### config.mk
export PLATFORM = sky130hd
export DESIGN_NAME = sme_pe_result_collector_flat
export DESIGN_NICKNAME = d
export VERILOG_FILES = /design/src/rtl/sme_pe_result_collector_if.sv /design/src/rtl/sme_pe_result_collector.sv /design/src/flat_wrapper.sv
export SDC_FILE = /design/constraint.sdc
export NUM_CORES = 1
export LEC_CHECK = 0
export CAP_MARGIN = 20
export CORE_MARGIN = 2
export CORE_UTILIZATION = 40
export CTS_CLUSTER_DIAMETER = 100
export CTS_CLUSTER_SIZE = 25
export DETAILED_ROUTE_END_ITERATION = 7
export PLACE_DENSITY = 0.83
export SYNTH_ARGS = -nofsm -noshare
export SYNTH_HDL_FRONTEND = slang
export SYNTH_SLANG_ARGS = --single-unit
### constraint.sdc
create_clock -name clk -period 1.8 [get_ports clk]
set_input_delay 0.45 -clock clk [delete_from_list [all_inputs] [get_ports clk]]
set_output_delay 0.45 -clock clk [all_outputs]
set_load 0.02 [all_outputs]
### src/rtl/sme_pe_result_collector_if.sv
// Bundle between the string-match PE array / result comparator and the PE result collector.
// Handshake: o_valid is a level held (bus and done_mask frozen) until res_ack is seen; the cycle after the ack o_valid drops.
interface sme_pe_result_collector_if #(
  parameter int NUM_PE  = 4,
  parameter int ADDR_W  = 5,
  parameter int LOCAL_W = 3
);
  logic                          start;
  logic [NUM_PE-1:0]             pe_done;
  logic [NUM_PE-1:0]             pe_match;
  logic [NUM_PE*LOCAL_W-1:0]     pe_addr;
  logic                          res_ack;
  logic [NUM_PE*(ADDR_W+1)-1:0]  o_pe_result;
  logic                          o_valid;
  logic                          busy;
  logic [NUM_PE-1:0]             done_mask;
  logic                          o_timeout;
  logic [1:0]                    state_dbg;

  modport master (
    output start, pe_done, pe_match, pe_addr, res_ack,
    input  o_pe_result, o_valid, busy, done_mask, o_timeout, state_dbg
  );

  modport slave (
    input  start, pe_done, pe_match, pe_addr, res_ack,
    output o_pe_result, o_valid, busy, done_mask, o_timeout, state_dbg
  );
endinterface

### src/rtl/sme_pe_result_collector.sv
// Collects per-PE hit results for one search round, converts them to global addresses and presents them packed.
// Optional forced completion after TIMEOUT_CYC collect cycles when SME_COLLECT_TIMEOUT_EN is defined.
module sme_pe_result_collector #(
  parameter int NUM_PE      = 4,
  parameter int ADDR_W      = 5,
  parameter int LOCAL_W     = 3,
  parameter int SEG_LEN     = 8,
  parameter int TIMEOUT_CYC = 64
) (
  input logic                  clk,
  input logic                  reset,
  sme_pe_result_collector_if.slave bus
);
  localparam int SLOT_W = ADDR_W + 1;
  localparam logic [SLOT_W-1:0] MISS = '1;

  typedef enum logic [1:0] {
    S_IDLE    = 2'd0,
    S_COLLECT = 2'd1,
    S_PRESENT = 2'd2
  } state_t;

  state_t                     state_q, state_d;
  logic [NUM_PE-1:0]          mask_q;
  logic [NUM_PE-1:0]          cap;
  logic [NUM_PE-1:0]          mask_next;
  logic [NUM_PE*SLOT_W-1:0]   slots_q;
  logic [NUM_PE*SLOT_W-1:0]   slot_cap;
  logic                       start_round;

  // Slot value a PE would write if captured this cycle: global address on hit, all ones on miss.
  for (genvar i = 0; i < NUM_PE; i++) begin : g_slot
    logic [ADDR_W-1:0] global_addr;
    assign global_addr = ADDR_W'(i * SEG_LEN) + ADDR_W'(bus.pe_addr[i*LOCAL_W +: LOCAL_W]);
    assign slot_cap[i*SLOT_W +: SLOT_W] = bus.pe_match[i] ? {1'b0, global_addr} : MISS;
  end

  assign mask_next = mask_q | cap;

`ifdef SME_COLLECT_TIMEOUT_EN
  localparam int CNT_W = (TIMEOUT_CYC > 1) ? $clog2(TIMEOUT_CYC) : 1;
  logic [CNT_W-1:0] tmo_cnt_q;
  logic             timeout_hit;
  logic             timeout_q;
`endif

  always_comb begin
    state_d     = state_q;
    cap         = '0;
    start_round = 1'b0;
`ifdef SME_COLLECT_TIMEOUT_EN
    timeout_hit = 1'b0;
`endif
    case (state_q)
      S_IDLE: begin
        if (bus.start) begin
          state_d     = S_COLLECT;
          start_round = 1'b1;
        end
      end
      S_COLLECT: begin
        cap = bus.pe_done & ~mask_q;
        // A last-slot capture wins over a simultaneous timeout.
        if (&mask_next) begin
          state_d = S_PRESENT;
        end
`ifdef SME_COLLECT_TIMEOUT_EN
        else if (tmo_cnt_q == CNT_W'(TIMEOUT_CYC - 1)) begin
          state_d     = S_PRESENT;
          timeout_hit = 1'b1;
        end
`endif
      end
      S_PRESENT: begin
        if (bus.res_ack) state_d = S_IDLE;
      end
      default: state_d = S_IDLE;
    endcase
  end

  always_ff @(posedge clk) begin
    if (reset) state_q <= S_IDLE;
    else       state_q <= state_d;
  end

  always_ff @(posedge clk) begin
    if (reset || start_round) begin
      slots_q <= {NUM_PE{MISS}};
      mask_q  <= '0;
    end else begin
      mask_q <= mask_next;
      for (int i = 0; i < NUM_PE; i++) begin
        if (cap[i]) slots_q[i*SLOT_W +: SLOT_W] <= slot_cap[i*SLOT_W +: SLOT_W];
      end
    end
  end

`ifdef SME_COLLECT_TIMEOUT_EN
  always_ff @(posedge clk) begin
    if (reset || start_round)     tmo_cnt_q <= '0;
    else if (state_q == S_COLLECT) tmo_cnt_q <= tmo_cnt_q + 1'b1;
  end

  always_ff @(posedge clk) begin
    if (reset || start_round) timeout_q <= 1'b0;
    else if (timeout_hit)     timeout_q <= 1'b1;
  end

  assign bus.o_timeout = timeout_q;
`else
  assign bus.o_timeout = 1'b0;
`endif

  assign bus.o_pe_result = slots_q;
  assign bus.done_mask   = mask_q;
  assign bus.o_valid     = (state_q == S_PRESENT);
  assign bus.busy        = (state_q != S_IDLE);
  assign bus.state_dbg   = state_q;
endmodule

### src/flat_wrapper.sv
// flat-port wrapper written by rule: the top's interface ports become plain ports
module sme_pe_result_collector_flat 
#(
  parameter int NUM_PE      = 4,
  parameter int ADDR_W      = 5,
  parameter int LOCAL_W     = 3,
  parameter int SEG_LEN     = 8,
  parameter int TIMEOUT_CYC = 64
)
  (clk, reset, bus_start, bus_pe_done, bus_pe_match, bus_pe_addr, bus_res_ack, bus_o_pe_result, bus_o_valid, bus_busy, bus_done_mask, bus_o_timeout, bus_state_dbg);
  sme_pe_result_collector_if #(.NUM_PE(NUM_PE), .ADDR_W(ADDR_W), .LOCAL_W(LOCAL_W)) bus_i ();
  input logic clk;
  input logic reset;
  input wire logic [$bits(bus_i.start)-1:0] bus_start;
  input wire logic [$bits(bus_i.pe_done)-1:0] bus_pe_done;
  input wire logic [$bits(bus_i.pe_match)-1:0] bus_pe_match;
  input wire logic [$bits(bus_i.pe_addr)-1:0] bus_pe_addr;
  input wire logic [$bits(bus_i.res_ack)-1:0] bus_res_ack;
  output wire logic [$bits(bus_i.o_pe_result)-1:0] bus_o_pe_result;
  output wire logic [$bits(bus_i.o_valid)-1:0] bus_o_valid;
  output wire logic [$bits(bus_i.busy)-1:0] bus_busy;
  output wire logic [$bits(bus_i.done_mask)-1:0] bus_done_mask;
  output wire logic [$bits(bus_i.o_timeout)-1:0] bus_o_timeout;
  output wire logic [$bits(bus_i.state_dbg)-1:0] bus_state_dbg;
  assign bus_i.start = bus_start;
  assign bus_i.pe_done = bus_pe_done;
  assign bus_i.pe_match = bus_pe_match;
  assign bus_i.pe_addr = bus_pe_addr;
  assign bus_i.res_ack = bus_res_ack;
  assign bus_o_pe_result = bus_i.o_pe_result;
  assign bus_o_valid = bus_i.o_valid;
  assign bus_busy = bus_i.busy;
  assign bus_done_mask = bus_i.done_mask;
  assign bus_o_timeout = bus_i.o_timeout;
  assign bus_state_dbg = bus_i.state_dbg;
  sme_pe_result_collector #(.NUM_PE(NUM_PE), .ADDR_W(ADDR_W), .LOCAL_W(LOCAL_W), .SEG_LEN(SEG_LEN), .TIMEOUT_CYC(TIMEOUT_CYC)) u_core (.clk(clk), .reset(reset), .bus(bus_i));
endmodule
==> metrics.yaml <==
status: "completed"
cts_tree: "built"
die_x_um: 54.2
fin_crit_ps: 1740
die_h_um: 54.2
grt_pass1_wl_um: 3930
initial_core_util_pct: 41.5
antennaDiodeCount: 0
dr_total_vias: 936
critPathLaunchType: "flop"
top_usage_layer: "met2"
r2r-start: "u_core.bus.state_dbg[1]"
whs_ps: 516
worst-endpoint-required_ps: 1350
cts_root_buf: "clkbuf_4"
hp-start: "u_core.bus.state_dbg[0]"
powerDensity_mw_per_mm2: 653
io_buffers: 51
fmax_mhz: 574
clock_path_buffers: 2
slowest_stage: "clkdlybuf4s50_1"
slowest_delay_ps: 620
clk_latency_ps: 300
drtIter0Drc: 7
skew_ps: 3.37
clk_pin_slew_worst_paths_ps: 120
setup_viol: 0
antenna_found_initial: 0
area_growth_pct: 50.6
power_uw: 993
rsz0062_at_grt: "false"
critPathArrivalTime_ps: 1290
hold_path_class: "reg2reg"
cp.buffers_inverters: 1
cp_top_family: "buffers and inverters"
htree_levels: 1
postSynthAreaPerCell_um2: 9.60
r2r_cells: 4
rrSetupSlack_ps: 520
viasPerCell: 5.11
grt_use_total_pct: 18.5
holdPathEnd: "u_core.bus.state_dbg[0]"
final_cell_mix: "clkdlybuf4s50_1 (41), dfxtp_1 (21), nor2_1 (15)"
hold_depth: 1
maxCapViolCount: 0
reg2reg_to: "u_core.bus.o_pe_result[6]"
dieArea_mm2: 0.00294
crit_fanout: 4
place.detailed.hpwl_um: 1920
drt_pass1_iterations: 4
met2_usage_pct: 35.5
finalCritPeriodShare_pct: 96.8
met3_usage_pct: 2.73
critical_path.cell_chain: "clkdlybuf4s50_1"
grt_max_degree: 21
drive_gt1_share_pct: 11.1
postRouteAntennaNets: 0
core_area_mm2: 0.00243
ctsHoldBuffers: 0
rows: 18
grt_overflow: 0
grt_use_met1_pct: 19.2
drc: 0
clock_sinks: 22
final_common_cell: "clkdlybuf4s50_1"
synth_edf_count: 0
async_flop_share_pct: 0
leakagePower_nw: 0.599
grt_pass1_vias: 964
gp_congestion: 0.667
ios: 57
path_class: "reg2out"
cts_made_buffers: 3
irDropWorstVdd_mv: 0.352
synthCells: 105
ys_types: 21
ys_seq_area_share_pct: 43.7
synth.ff_latch_count: 22
finalWirelength_um: 2500
hold_violations: 0
post_drt_wl_per_cell_um: 13.7
drv_slew: 0
syn_area_mm2: 0.00101
synthFlopType: "dfxtp_1"
yosysWarnings: 0
end_kind: "output pin"
finalNetCount: 178
finalSetupTns_ps: 0
[per-stage QoR]
| step | cells | util [%] | cell area, µm² | worst slack [ps] |
|---|---|---|---|---|
| 6_report | 183 | 62.4 | 1520 | 57.9 |
| 5_1_grt | 183 | 62.4 | 1520 | 3.08 |
| 4_1_cts | 183 | 62.2 | 1510 | 37.8 |
| 3_5_place_dp | 179 | 61.1 | 1490 | 141 |
| 3_3_place_gp | 179 | 61.1 | 1490 | 174 |
| 2_1_floorplan | 108 | - | 1020 | 358 |
[kinds of logic (layout without fill, tap and decap cells)]
group,Yosys count,after routing,synth area share [%]
AO/OA/AOI/OAI,25,25,16.4
buffers and inverters,14,59,10.8
flip-flops,22,22,43.7
other,2,5,0.745
AND/OR/NAND/NOR,42,42,28.4
[worst max path at each step]
stage	from	endpoint	slack, ps	depth (start not counted)
floorplan	u_core.bus.state_dbg[1]	bus_o_valid	360	2
global route	u_core.bus.o_pe_result[4]	bus_o_pe_result[5]	3	1
detailed placement	bus_pe_done[1]	u_core.bus.state_dbg[0]	140	4
global placement	bus_pe_done[1]	u_core.bus.state_dbg[0]	170	4
CTS	u_core.bus.o_pe_result[4]	bus_o_pe_result[3]	40	1
finish	u_core.bus.o_pe_result[4]	bus_o_pe_result[3]	60	1
[where the power goes]
| group | leakage (nW) | switching (mW) | internal, mW |
|---|---|---|---|
| Sequential | 0.179 | 0.0136 | 0.502 |
| Clock | 0.0210 | 0.144 | 0.123 |
| Combinational | 0.399 | 0.101 | 0.109 |
| Total | 0.599 | 0.258 | 0.734 |
[flip-flops by register name, indices dropped and copies added (netlist names)]
register                flops
u_core.bus.done_mask        4
u_core.bus.state_dbg        2
u_core.bus.o_pe_result     16
[final cells by class]
class                           instances  area, µm²
Inverter                                1       3.75
Fill cell                             218        913
Timing Repair Buffer                   54        529
Sequential cell                        22        442
Multi-Input combinational cell         72        470
Tap cell                               30       37.5
Clock buffer                            4       36.3
[synth_stat cells, types with 2 or more instances]
cell type | n | area, µm²
dfxtp_1 | 22 | 440
nor2_1 | 15 | 56.3
nor3b_1 | 12 | 90.1
o21ai_1 | 12 | 60.1
buf_4 | 11 | 82.6
and4bb_2 | 4 | 50.1
nand2_1 | 4 | 15.0
o211ai_1 | 4 | 30.0
o21a_1 | 4 | 30.0
nand4bb_1 | 3 | 33.8
buf_6 | 2 | 22.5
conb_1 | 2 | 7.51
o22ai_1 | 2 | 12.5
[per-layer routing]
layer / up-vias / part of all wire, %
met1: 441 / 38
met4: 0 / 1.1
met3: 2 / 7.1
met5: - / 0
met2: 36 / 54
li1: 457 / -
[repair_timing]
action,in CTS,in global routing
pin swaps,0,0
setup endpoints to repair,8,4
hold endpoints to repair,0,0
resized for setup,9,3
buffers inserted,0,0
(Power assumes the default switching activity.)
